[config.mk]
export PLATFORM = sky130hd
export DESIGN_NAME = mux_two_ch_rr
export DESIGN_NICKNAME = d
export VERILOG_FILES = /design/src/rtl/mux_two_ch_rr.sv
export SDC_FILE = /design/constraint.sdc
export NUM_CORES = 1
export LEC_CHECK = 0
export ABC_CLOCK_PERIOD_IN_PS = 1350
export CAP_MARGIN = 20
export CORE_MARGIN = 1
export CORE_UTILIZATION = 32
export CTS_CLUSTER_DIAMETER = 50
export DETAILED_ROUTE_END_ITERATION = 6
export GPL_ROUTABILITY_DRIVEN = 1
export MAX_ROUTING_LAYER = met4
export PLACE_DENSITY = 0.81
export SYNTH_ARGS = -nofsm -noshare
export SYNTH_HDL_FRONTEND = slang
export SYNTH_SLANG_ARGS = --single-unit
export TNS_END_PERCENT = 20
[constraint.sdc]
create_clock -name clk -period 1.35 [get_ports clk]
set_input_delay 0.135 -clock clk [delete_from_list [all_inputs] [get_ports clk]]
set_output_delay 0.135 -clock clk [all_outputs]
set_load 0.05 [all_outputs]
[src/rtl/mux_two_ch_rr.sv]
// Two-channel valid/ready merge into a single registered output stage.
// Round-robin arbitration by default; define MUX_FIXED_PRIORITY_EN for channel-0 priority.
module mux_two_ch_rr #(
  parameter int DATA_W = 8
) (
  input  logic              clk,
  input  logic              rst,
  input  logic [DATA_W-1:0] x0,
  input  logic              x0_valid,
  output logic              x0_ready,
  input  logic [DATA_W-1:0] x1,
  input  logic              x1_valid,
  output logic              x1_ready,
  output logic [DATA_W-1:0] y,
  output logic              y_valid,
  input  logic              y_ready,
  output logic              sel
);

  logic [DATA_W-1:0] r_y;
  logic              r_sel;
  logic              r_y_valid;
  logic              r_ptr;

  logic              w_gnt;
  logic              w_any;
  logic              w_load;
  logic              w_xfer;
  logic [DATA_W-1:0] w_data;

  always_comb begin
    // NOTE: default assigned first so no path leaves w_gnt unassigned (no latch).
    w_gnt = 1'b0;
    if (x0_valid && x1_valid) begin
`ifdef MUX_FIXED_PRIORITY_EN
      w_gnt = 1'b0;
`else
      w_gnt = ~r_ptr;
`endif
    end else if (x1_valid) begin
      w_gnt = 1'b1;
    end
  end

  assign w_any  = x0_valid | x1_valid;
  assign w_load = ~r_y_valid | y_ready;
  // Readies are held low while reset is asserted so nothing is accepted during reset.
  assign w_xfer = w_load & w_any & ~rst;
  assign w_data = w_gnt ? x1 : x0;

  assign x0_ready = w_xfer & ~w_gnt;
  assign x1_ready = w_xfer & w_gnt;

  // NOTE: non-blocking assignments for all registered state.
  always_ff @(posedge clk or posedge rst) begin
    if (rst) begin
      r_y       <= '0;
      r_sel     <= 1'b0;
      r_y_valid <= 1'b0;
      r_ptr     <= 1'b1;
    end else if (w_xfer) begin
      r_y       <= w_data;
      r_sel     <= w_gnt;
      r_y_valid <= 1'b1;
      r_ptr     <= w_gnt;
    end else if (r_y_valid && y_ready) begin
      r_y_valid <= 1'b0;
    end
  end

  assign y       = r_y;
  assign sel     = r_sel;
  assign y_valid = r_y_valid;

endmodule

# After elaboration in Yosys (flattened, before gate mapping)
# Index checks and enable logic that the tools add are counted.
# W data, S select, Z words.
dict set report word_totals {
  reg_bits 11
  input_bits 21
}
dict set report op_classes {
  muxes 5
  bitwise 10
  n_reduce_logical 3
}
# op count
set op_table {}
lappend op_table {{$mux W8} 1}
lappend op_table {{$and A1 B1 Y1} 4}
lappend op_table {{$mux W1} 4}
lappend op_table {{$not A1 Y1} 4}
lappend op_table {{$logic_and A1 B1 Y1} 2}
lappend op_table {{$or A1 B1 Y1} 2}
lappend op_table {{$reduce_bool A2 Y1} 1}

# Depth between registers and ports, before layout
# Gate-level depths: netlist (run 1).
dict set report logic_depth {
  ltp_word 5
  ltp_mapped 4
  ltp_nobuf 3
}

# Worst setup path before layout (run 1)
# No wires, ideal clock.
dict set report synth_path {
  path_kind {reg-to-reg}
  start {register r_y_valid (netlist: y_valid)}
  end {register r_y[0] (netlist: y[0])}
  t_arrival_ns 1.875
  required_time_ns 1.282
  slack_ns -0.593
  stages_incl_launch_ff 4
  path_buffers 0
  period_less_slack_ns 1.943
  path_cell_list {dfrtp_1 nor2b_4 nor4b_4 a221o_2}
}
dict set report synth_via {
  elab_chain_cells 4
}
# item line_no
set synth_lines {}
lappend synth_lines {{start, declared} 22} ;# logic r_y_valid;
lappend synth_lines {{start signal, assigned} 59} ;# r_y_valid <= 1'b0;
lappend synth_lines {{start signal, assigned} 64} ;# r_y_valid <= 1'b1;
lappend synth_lines {{start signal, assigned} 67} ;# r_y_valid <= 1'b0;
lappend synth_lines {{$not A1 Y1} 46} ;# assign w_load = ~r_y_valid | y_ready;
lappend synth_lines {{$or A1 B1 Y1} 46}
lappend synth_lines {{$and A1 B1 Y1 (2 in a row)} 48} ;# assign w_xfer = w_load & w_any & ~rst;
lappend synth_lines {{end signal, assigned} 62} ;# r_y <= w_data;
lappend synth_lines {{end, declared} 20} ;# logic [DATA_W-1:0] r_y;
# Every way passes these cells.
# A chain may end at the register's enable or synchronous reset.

# Worst setup path after layout (run 1)
dict set report layout_path {
  start {register r_ptr}
  end {output port x0_ready}
}
dict set report layout_via {
  elab_chain_cells 4
}
# item line_no
set layout_lines {}
lappend layout_lines {{start, declared} 23} ;# logic r_ptr;
lappend layout_lines {{start signal, assigned} 65} ;# r_ptr <= w_gnt;
lappend layout_lines {{$not A1 Y1} 38} ;# w_gnt = ~r_ptr;
lappend layout_lines {{$mux W1} 34} ;# if (x0_valid && x1_valid) begin
lappend layout_lines {{$not A1 Y1} 51} ;# assign x0_ready = w_xfer & ~w_gnt;
lappend layout_lines {{$and A1 B1 Y1} 51}
lappend layout_lines {{end, declared} 10} ;# output logic x0_ready,
# Every way passes these cells.

==> run_results.csv, run 1 <==
group,metric,value,unit
sta,slew_violations,0,
sta,fin_crit,1.52,ns
grt,met1_usage,20.8,%
finish,drive_above_1_share,45.8,%
detailed_routing,drt-initial-drc-count,15,
place,dp.cells,93,
synthesis,synthDistinctLibCells,16,
floorplanning,start_util,36.0,%
floorplanning,die_width,44.1,um
synthesis,synth_area,568,um2
synthesis,synth_seq_area_share,48.7,%
critical_path,critical_path_required,1.22,ns
detailed_routing,routed_via_density,5.59,
synthesis,synth_largest_area_cell,"dfrtp_1",
critical_path,crit_type,"flop to output port",
floorplanning,dieArea,1950,um2
grt,top_usage_layer,"met2",
grt,use_met2,27.1,%
synthesis,synth.most_common_cell,"dfrtp_1",
status,violations,"design-rule violations, negative setup slack",
clock_tree,cts_max_level,1,
grt,grt_pass1_wl,2400,um
floorplanning,die_h,44.1,um
clock_tree,worstSkewPairLatency,0.27,ns
floorplanning,row_count,14,
synthesis,netlist_instances,41,
place,port_buffers,32,
sta,hold_violations,0,
detailed_routing,vias,553,
clock_tree,cts_tree,"built",
finish,multiInputGateArea,269,um2
grt,grt_max_degree,12,
grt,antenna_found_initial,0,
detailed_routing,routedWlPerCell,14.8,um
critical_path,critPathMaxStageDelay,0.58,ns
floorplanning,ios,33,
hold_path,hold_path_class,"primary input to flop",
clock_tree,cts_buffers,3,
floorplanning,design.core.area,1580,um2
synthesis,yosys-top-cells-area,"dfrtp_1, a221o_2, o31a_1, dfstp_2, nor4b_4",
finish,fin_cells,99,
grt,globalRouteMet3Util,4.49,%
synthesis,async_flop_share,100,%
critical_path,worstPathArrival,1.39,ns
sta,slew_headroom,60.6,%
critical_path,cp_slowest_cell,"dfstp_2",
sta,setup_slack,-0.173,ns
sta,rsz0062_at_grt,"yes",
sta,finalCritPeriodShare,113,%
power_and_ir_drop,peakVddDrop,0.679,mV
synthesis,synth_edf_count,0,
finish,register_area,278,um2
synthesis,yosysWarnings,0,
finish,syn2layout_area_growth,96.5,%
detailed_routing,drcViolationCount,1,
finish,nFillCells,114,
synthesis,synth_nets,62,
synthesis,synth_ff_type,"dfrtp_1",
grt,grt_pass1_vias,534,
finish,nets,105,
finish,antenna_cells,0,
sta,max_freq,657,MHz
critical_path,cp_max_fo,3,
clock_tree,clock_sinks,11,
grt,grt_usage,18.3,%
clock_tree,holdBufCountCts,0,
detailed_routing,dr.pass1.iters,7,
detailed_routing,finalWirelength,1470,um
detailed_routing,final_antenna_net_count,0,
clock_tree,clk_pin_slew_worst_paths,0.07,ns
synthesis,synth.top_cell.area_share,44.1,%
sta,finClkSkew,0.00522,ns
place,gp_congestion,0.764,
grt,overflow,0,
critical_path,end_kind,"output port",
job,drv_cap,0,
power_and_ir_drop,p_leak,0.483,nW
critical_path,path_cells,"nor2b_2 > nor4b_4 > buf_6 > buf_12",
sta,tightest_slew,0.588,ns
clock_tree,clockRootBuffer,"clkbuf_4",
power_and_ir_drop,p_per_area,1300,nW/um2
clock_tree,clockBufferDepth,2,
synthesis,synth-seq-cells,11,
sta,setup_viol,11,
synthesis,synth_common_cells,"dfrtp_1, o31a_1, a221o_2",
synthesis,syn_avg_cell_area,13.9,um2
sta,fin_hold_ws,0.483,ns
status,status,"finished with violations",
critical_path,cp-start-kind,"flop",
place,hpwl,1090,um
==> through the flow <==
step	setup slack (ns)	instance area [um2]	power [mW]	util, %	setup TNS [ns]
after floorplan	-0.503	569	0.818	-	-4.55
after global placement	-0.222	1050	1.21	66.7	-2.31
after detailed placement	-0.229	1050	1.22	66.7	-2.48
after CTS	-0.184	1120	1.47	70.8	-0.912
after global routing	-0.245	1120	1.52	70.8	-1.29
final	-0.173	1120	1.45	70.8	-0.921
==> path summary, 6_finish.rpt <==
path,slack (ns),cells after the start,from,end
worst max register to register,-0.09,5,y_valid,y[2]
worst min register to register,0.55,1,r_ptr,r_ptr
worst max-delay path,-0.17,4,r_ptr,x0_ready
min in group asynchronous,0.51,3,rst,sel
worst min-delay path,0.48,2,x0[5],y[5]
max in group asynchronous,0.51,3,rst,r_ptr
==> logic make-up after synthesis <==
kind of cell           after synthesis  share of synthesized area [%]
AO/OA/AOI/OAI                       19                           33.3
buffers and inverters                5                           6.61
flip-flops                          11                           48.7
AND/OR/NAND/NOR                      6                           11.5
==> worst max-delay path: cells and delay by family (launching register included) <==
kind                   cells  cell delay [ns]
AND/OR/NAND/NOR            2             0.28
buffers and inverters      2             0.26
flip-flops                 1             0.58
==> layout by cell type (no fill, tap or decap) <==
cell and n:
buf_12 12, buf_4 7, dfstp_2 1, clkdlybuf4s50_1 20, dfrtp_2 1, a2111oi_4 1
nor2b_4 1, clkbuf_1 1, a21o_1 2, nor2b_2 1, a221o_1 1, dfrtp_1 9
o31a_1 8, clkbuf_4 3, buf_6 2, or3_4 1, inv_1 2, nor4b_4 1
nor2_1 1, nand2b_1 1, a221o_2 7
==> power breakdown <==
group	total (mW)	leakage [nW]	switching [mW]	internal, mW
Clock	0.216	0.0150	0.102	0.114
Combinational	0.762	0.335	0.350	0.412
Sequential	0.473	0.133	0.0734	0.399
Total	1.45	0.483	0.526	0.925
==> repair_timing <==
action                                  CTS  global route
pin swaps                                 6             0
endpoints found under the hold margin     0             0
setup buffers                             2             0
endpoints found under the setup margin   11            13
gates resized for setup                   4             0
==> flip-flops by register name, summed over array words and instances, names as in the netlist <==
| register | count |
|---|---|
| r_ptr | 1 |
| y_valid | 1 |
| y | 8 |
| sel | 1 |
==> cell type report <==
cell class / instances / area share (%)
flip-flops and latches: 11 / 24.9
clock buffers: 4 / 2.35
well taps: 16 / 1.79
multi-input cells: 25 / 24.1
inverters: 2 / 0.673
repair buffers: 41 / 46.2
==> metal layers <==
metal | vias up | routed length [um]
li1 | 253 | -
met1 | 255 | 574
met2 | 37 | 690
met3 | 8 | 125
met4 | 0 | 76
met5 | - | 0
No activity file was read; power rests on OpenSTA's default activity.
==> run 2, diff against run 1 <==
--- a/config.mk
+++ b/config.mk
@@ -5,15 +5,16 @@
 export SDC_FILE = /design/constraint.sdc
 export NUM_CORES = 1
 export LEC_CHECK = 0
+export ABC_AREA = 1
 export ABC_CLOCK_PERIOD_IN_PS = 1350
 export CAP_MARGIN = 20
 export CORE_MARGIN = 1
-export CORE_UTILIZATION = 32
+export CORE_UTILIZATION = 34
 export CTS_CLUSTER_DIAMETER = 50
 export DETAILED_ROUTE_END_ITERATION = 6
 export GPL_ROUTABILITY_DRIVEN = 1
 export MAX_ROUTING_LAYER = met4
-export PLACE_DENSITY = 0.81
+export PLACE_DENSITY = 0.83
 export SYNTH_ARGS = -nofsm -noshare
 export SYNTH_HDL_FRONTEND = slang
 export SYNTH_SLANG_ARGS = --single-unit
==> run 2 against run 1 <==
  * The flow now finishes without violations
  * Via count is 22% higher
  * Fmax is 13% higher
  * Global-route usage is 1.2 points higher
==> run_results.csv, run 2 <==
group,metric,value,unit
clock_tree,clock_sinks,11,
synthesis,synth.most_common_cell,"nand2_1",
sta,slew_headroom,86.1,%
synthesis,syn_avg_cell_area,7.97,um2
synthesis,async_flop_share,100,%
power_and_ir_drop,p_sw,0.560,mW
floorplanning,ios,33,
power_and_ir_drop,p_per_area,1190,nW/um2
hold_path,hold_path_class,"primary input to asynchronous set/reset pin",
grt,grt_usage,19.4,%
finish,drive_above_1_share,38.4,%
clock_tree,clk_pin_slew_worst_paths,0.07,ns
clock_tree,holdBufCountCts,0,
finish,final_common_cell,"nand2_1",
place,dp.cells,142,
place,detailed_place.area,1150,um2
finish,fin_cells,150,
status,status,"completed",
floorplanning,row_count,15,
synthesis,synthDistinctLibCells,14,
critical_path,critPathMaxStageDelay,0.56,ns
clock_tree,cts_max_level,1,
critical_path,crit_type,"flop to output port",
detailed_routing,vias,676,
synthesis,yosys-top-cells-area,"dfrtp_1, nand2_1, nand2_2, nand3_1, dfstp_2",
clock_tree,worstSkewPairLatency,0.26,ns
sta,tightest_slew,0.208,ns
clock_tree,clockRootBuffer,"clkbuf_4",
sta,finalCritPeriodShare,99.4,%
critical_path,cp_slowest_cell,"dfstp_2",
sta,max_freq,745,MHz
critical_path,crit_buf_inv,1,
critical_path,crit_family,"flip-flops",
sta,setup_viol,0,
critical_path,cp_max_fo,4,
clock_tree,clockBufferDepth,2,
sta,hold_violations,0,
grt,grt_max_degree,9,
detailed_routing,final_antenna_net_count,0,
floorplanning,design.core.area,1730,um2
synthesis,synth.top_cell.area_share,39.8,%
critical_path,path_cells,"nand2_4 > a21oi_4 > buf_12",
synthesis,netlist_instances,79,
sta,slew_violations,0,
floorplanning,die_width,45.0,um
grt,grt_pass1_vias,693,
clock_tree,cts_buffers,3,
finish,largest_reg_flops,8,
detailed_routing,routed_via_density,4.51,
critical_path,cp-start-kind,"flop",
job,drv_cap,0,
power_and_ir_drop,pwr-share-seq,32.4,%
synthesis,synth_nets,100,
power_and_ir_drop,comb_power_share,52.2,%
power_and_ir_drop,p_int,0.883,mW
finish,final_area,1210,um2
power_and_ir_drop,peakVddDrop,0.815,mV
floorplanning,start_util,36.4,%
critical_path,critical_path_required,1.22,ns
grt,overflow,0,
place,port_buffers,32,
critical_path,end_kind,"output port",
detailed_routing,finalWirelength,1760,um
power_and_ir_drop,p_leak,0.604,nW
synthesis,synth_edf_count,0,
synthesis,synth_ff_type,"dfrtp_1",
detailed_routing,dr.pass1.iters,2,
synthesis,yosysWarnings,0,
place,gp_congestion,0.859,
detailed_routing,drcViolationCount,0,
grt,antenna_found_initial,0,
grt,grt_pass1_wl,2820,um
detailed_routing,routedWlPerCell,11.7,um
floorplanning,die_h,45.0,um
synthesis,synth_area,629,um2
clock_tree,cts_tree,"built",
place,hpwl,1360,um
power_and_ir_drop,p_sw_share,38.8,%
power_and_ir_drop,power,1.44,mW
finish,antenna_cells,0,
sta,finClkSkew,0.00446,ns
synthesis,synth_largest_area_cell,"dfrtp_1",
finish,syn2layout_area_growth,92.4,%
power_and_ir_drop,pwr-share-clk,15.4,%
detailed_routing,drt-initial-drc-count,4,
synthesis,synth-seq-cells,11,
synthesis,synth_seq_area_share,43.9,%
critical_path,worstPathArrival,1.21,ns
floorplanning,dieArea,2030,um2
sta,rsz0062_at_grt,"yes",
synthesis,synth_common_cells,"nand2_1, nand2_2, dfrtp_1",
sta,fin_crit,1.34,ns
finish,final_cell_mix,"nand2_1, clkdlybuf4s50_1, buf_12, buf_4",
finish,nets,147,
run 2: area by class of cell:
type | count | area, um2
inverters | 4 | 15.0
clock buffers | 4 | 26.3
well taps | 25 | 31.3
fillers | 125 | 515
flip-flops and latches | 11 | 278
multi-input cells | 62 | 332
repair buffers | 44 | 529
run 2: tightest hold or removal path, delay by kind of cell:
family	cells	cell delay (ns)
buffers and inverters	3	0.73
run 2: metrics by stage:
| step | worst slack [ns] | TNS (ns) | hold WS [ns] | utilization, % |
|---|---|---|---|---|
| finish | 0.00745 | 0 | 0.279 | 70.1 |
| floorplan | 0.0000298 | 0 | 0.0334 | - |
| global placement | 0.0415 | 0 | 0.462 | 66.4 |
| global route | -0.0417 | -0.0510 | 0.299 | 70.1 |
| CTS | 0.0000295 | 0 | 0.282 | 69.7 |
| detailed placement | 0.00546 | 0 | 0.470 | 66.4 |
run 2: path summary, 6_finish.rpt:
check	startpoint	endpoint	slack (ns)	depth (start not counted)
worst max-delay path	r_ptr	x0_ready	0.007	3
worst min-delay path	rst	y_valid	0.28	3
worst max register to register	r_ptr	y[4]	0.11	7
worst min register to register	sel	sel	0.55	2
max in group asynchronous	rst	r_ptr	0.87	3
min in group clk	x0[7]	y[7]	0.50	5
run 2: logic make-up after synthesis:
logic type | count (synthesis) | synth area share (%)
simple gates | 61 | 48.5
flops | 11 | 43.9
buf+inv | 6 | 6.76
compound gates | 1 | 0.794
run 2: repair_timing:
item	in CTS	in global routing
gates resized for setup	3	0
hold endpoints to repair	0	0
setup buffers	3	1
setup endpoints to repair	2	2
pin swaps	2	0
run 2: routing by layer:
layer  up-vias  routed length, um  global-route usage [%]
li1        334                  -                       -
met1       323                715                    21.4
met2        17                955                    35.4
met3         2                 59                    2.40
met4         0                 25                    7.27
met5         -                  0                       -
run 2: power by group through the flow:
stage / combinational [mW] / clock, mW / sequential (mW)
6_report: 0.753 / 0.222 / 0.468
5_1_grt: 0.791 / 0.247 / 0.476
3_3_place_gp: 0.714 / 0 / 0.472
4_1_cts: 0.749 / 0.224 / 0.471
2_1_floorplan: 0.179 / 0 / 0.633
3_5_place_dp: 0.725 / 0 / 0.476
==> run 3, diff against run 2 <==
--- a/config.mk
+++ b/config.mk
@@ -8,7 +8,6 @@
 export ABC_AREA = 1
 export ABC_CLOCK_PERIOD_IN_PS = 1350
 export CAP_MARGIN = 20
-export CORE_MARGIN = 1
 export CORE_UTILIZATION = 34
 export CTS_CLUSTER_DIAMETER = 50
 export DETAILED_ROUTE_END_ITERATION = 6
==> results of run 3 <==
No change in the layout: final DEF, timing and power equal those of run 2.
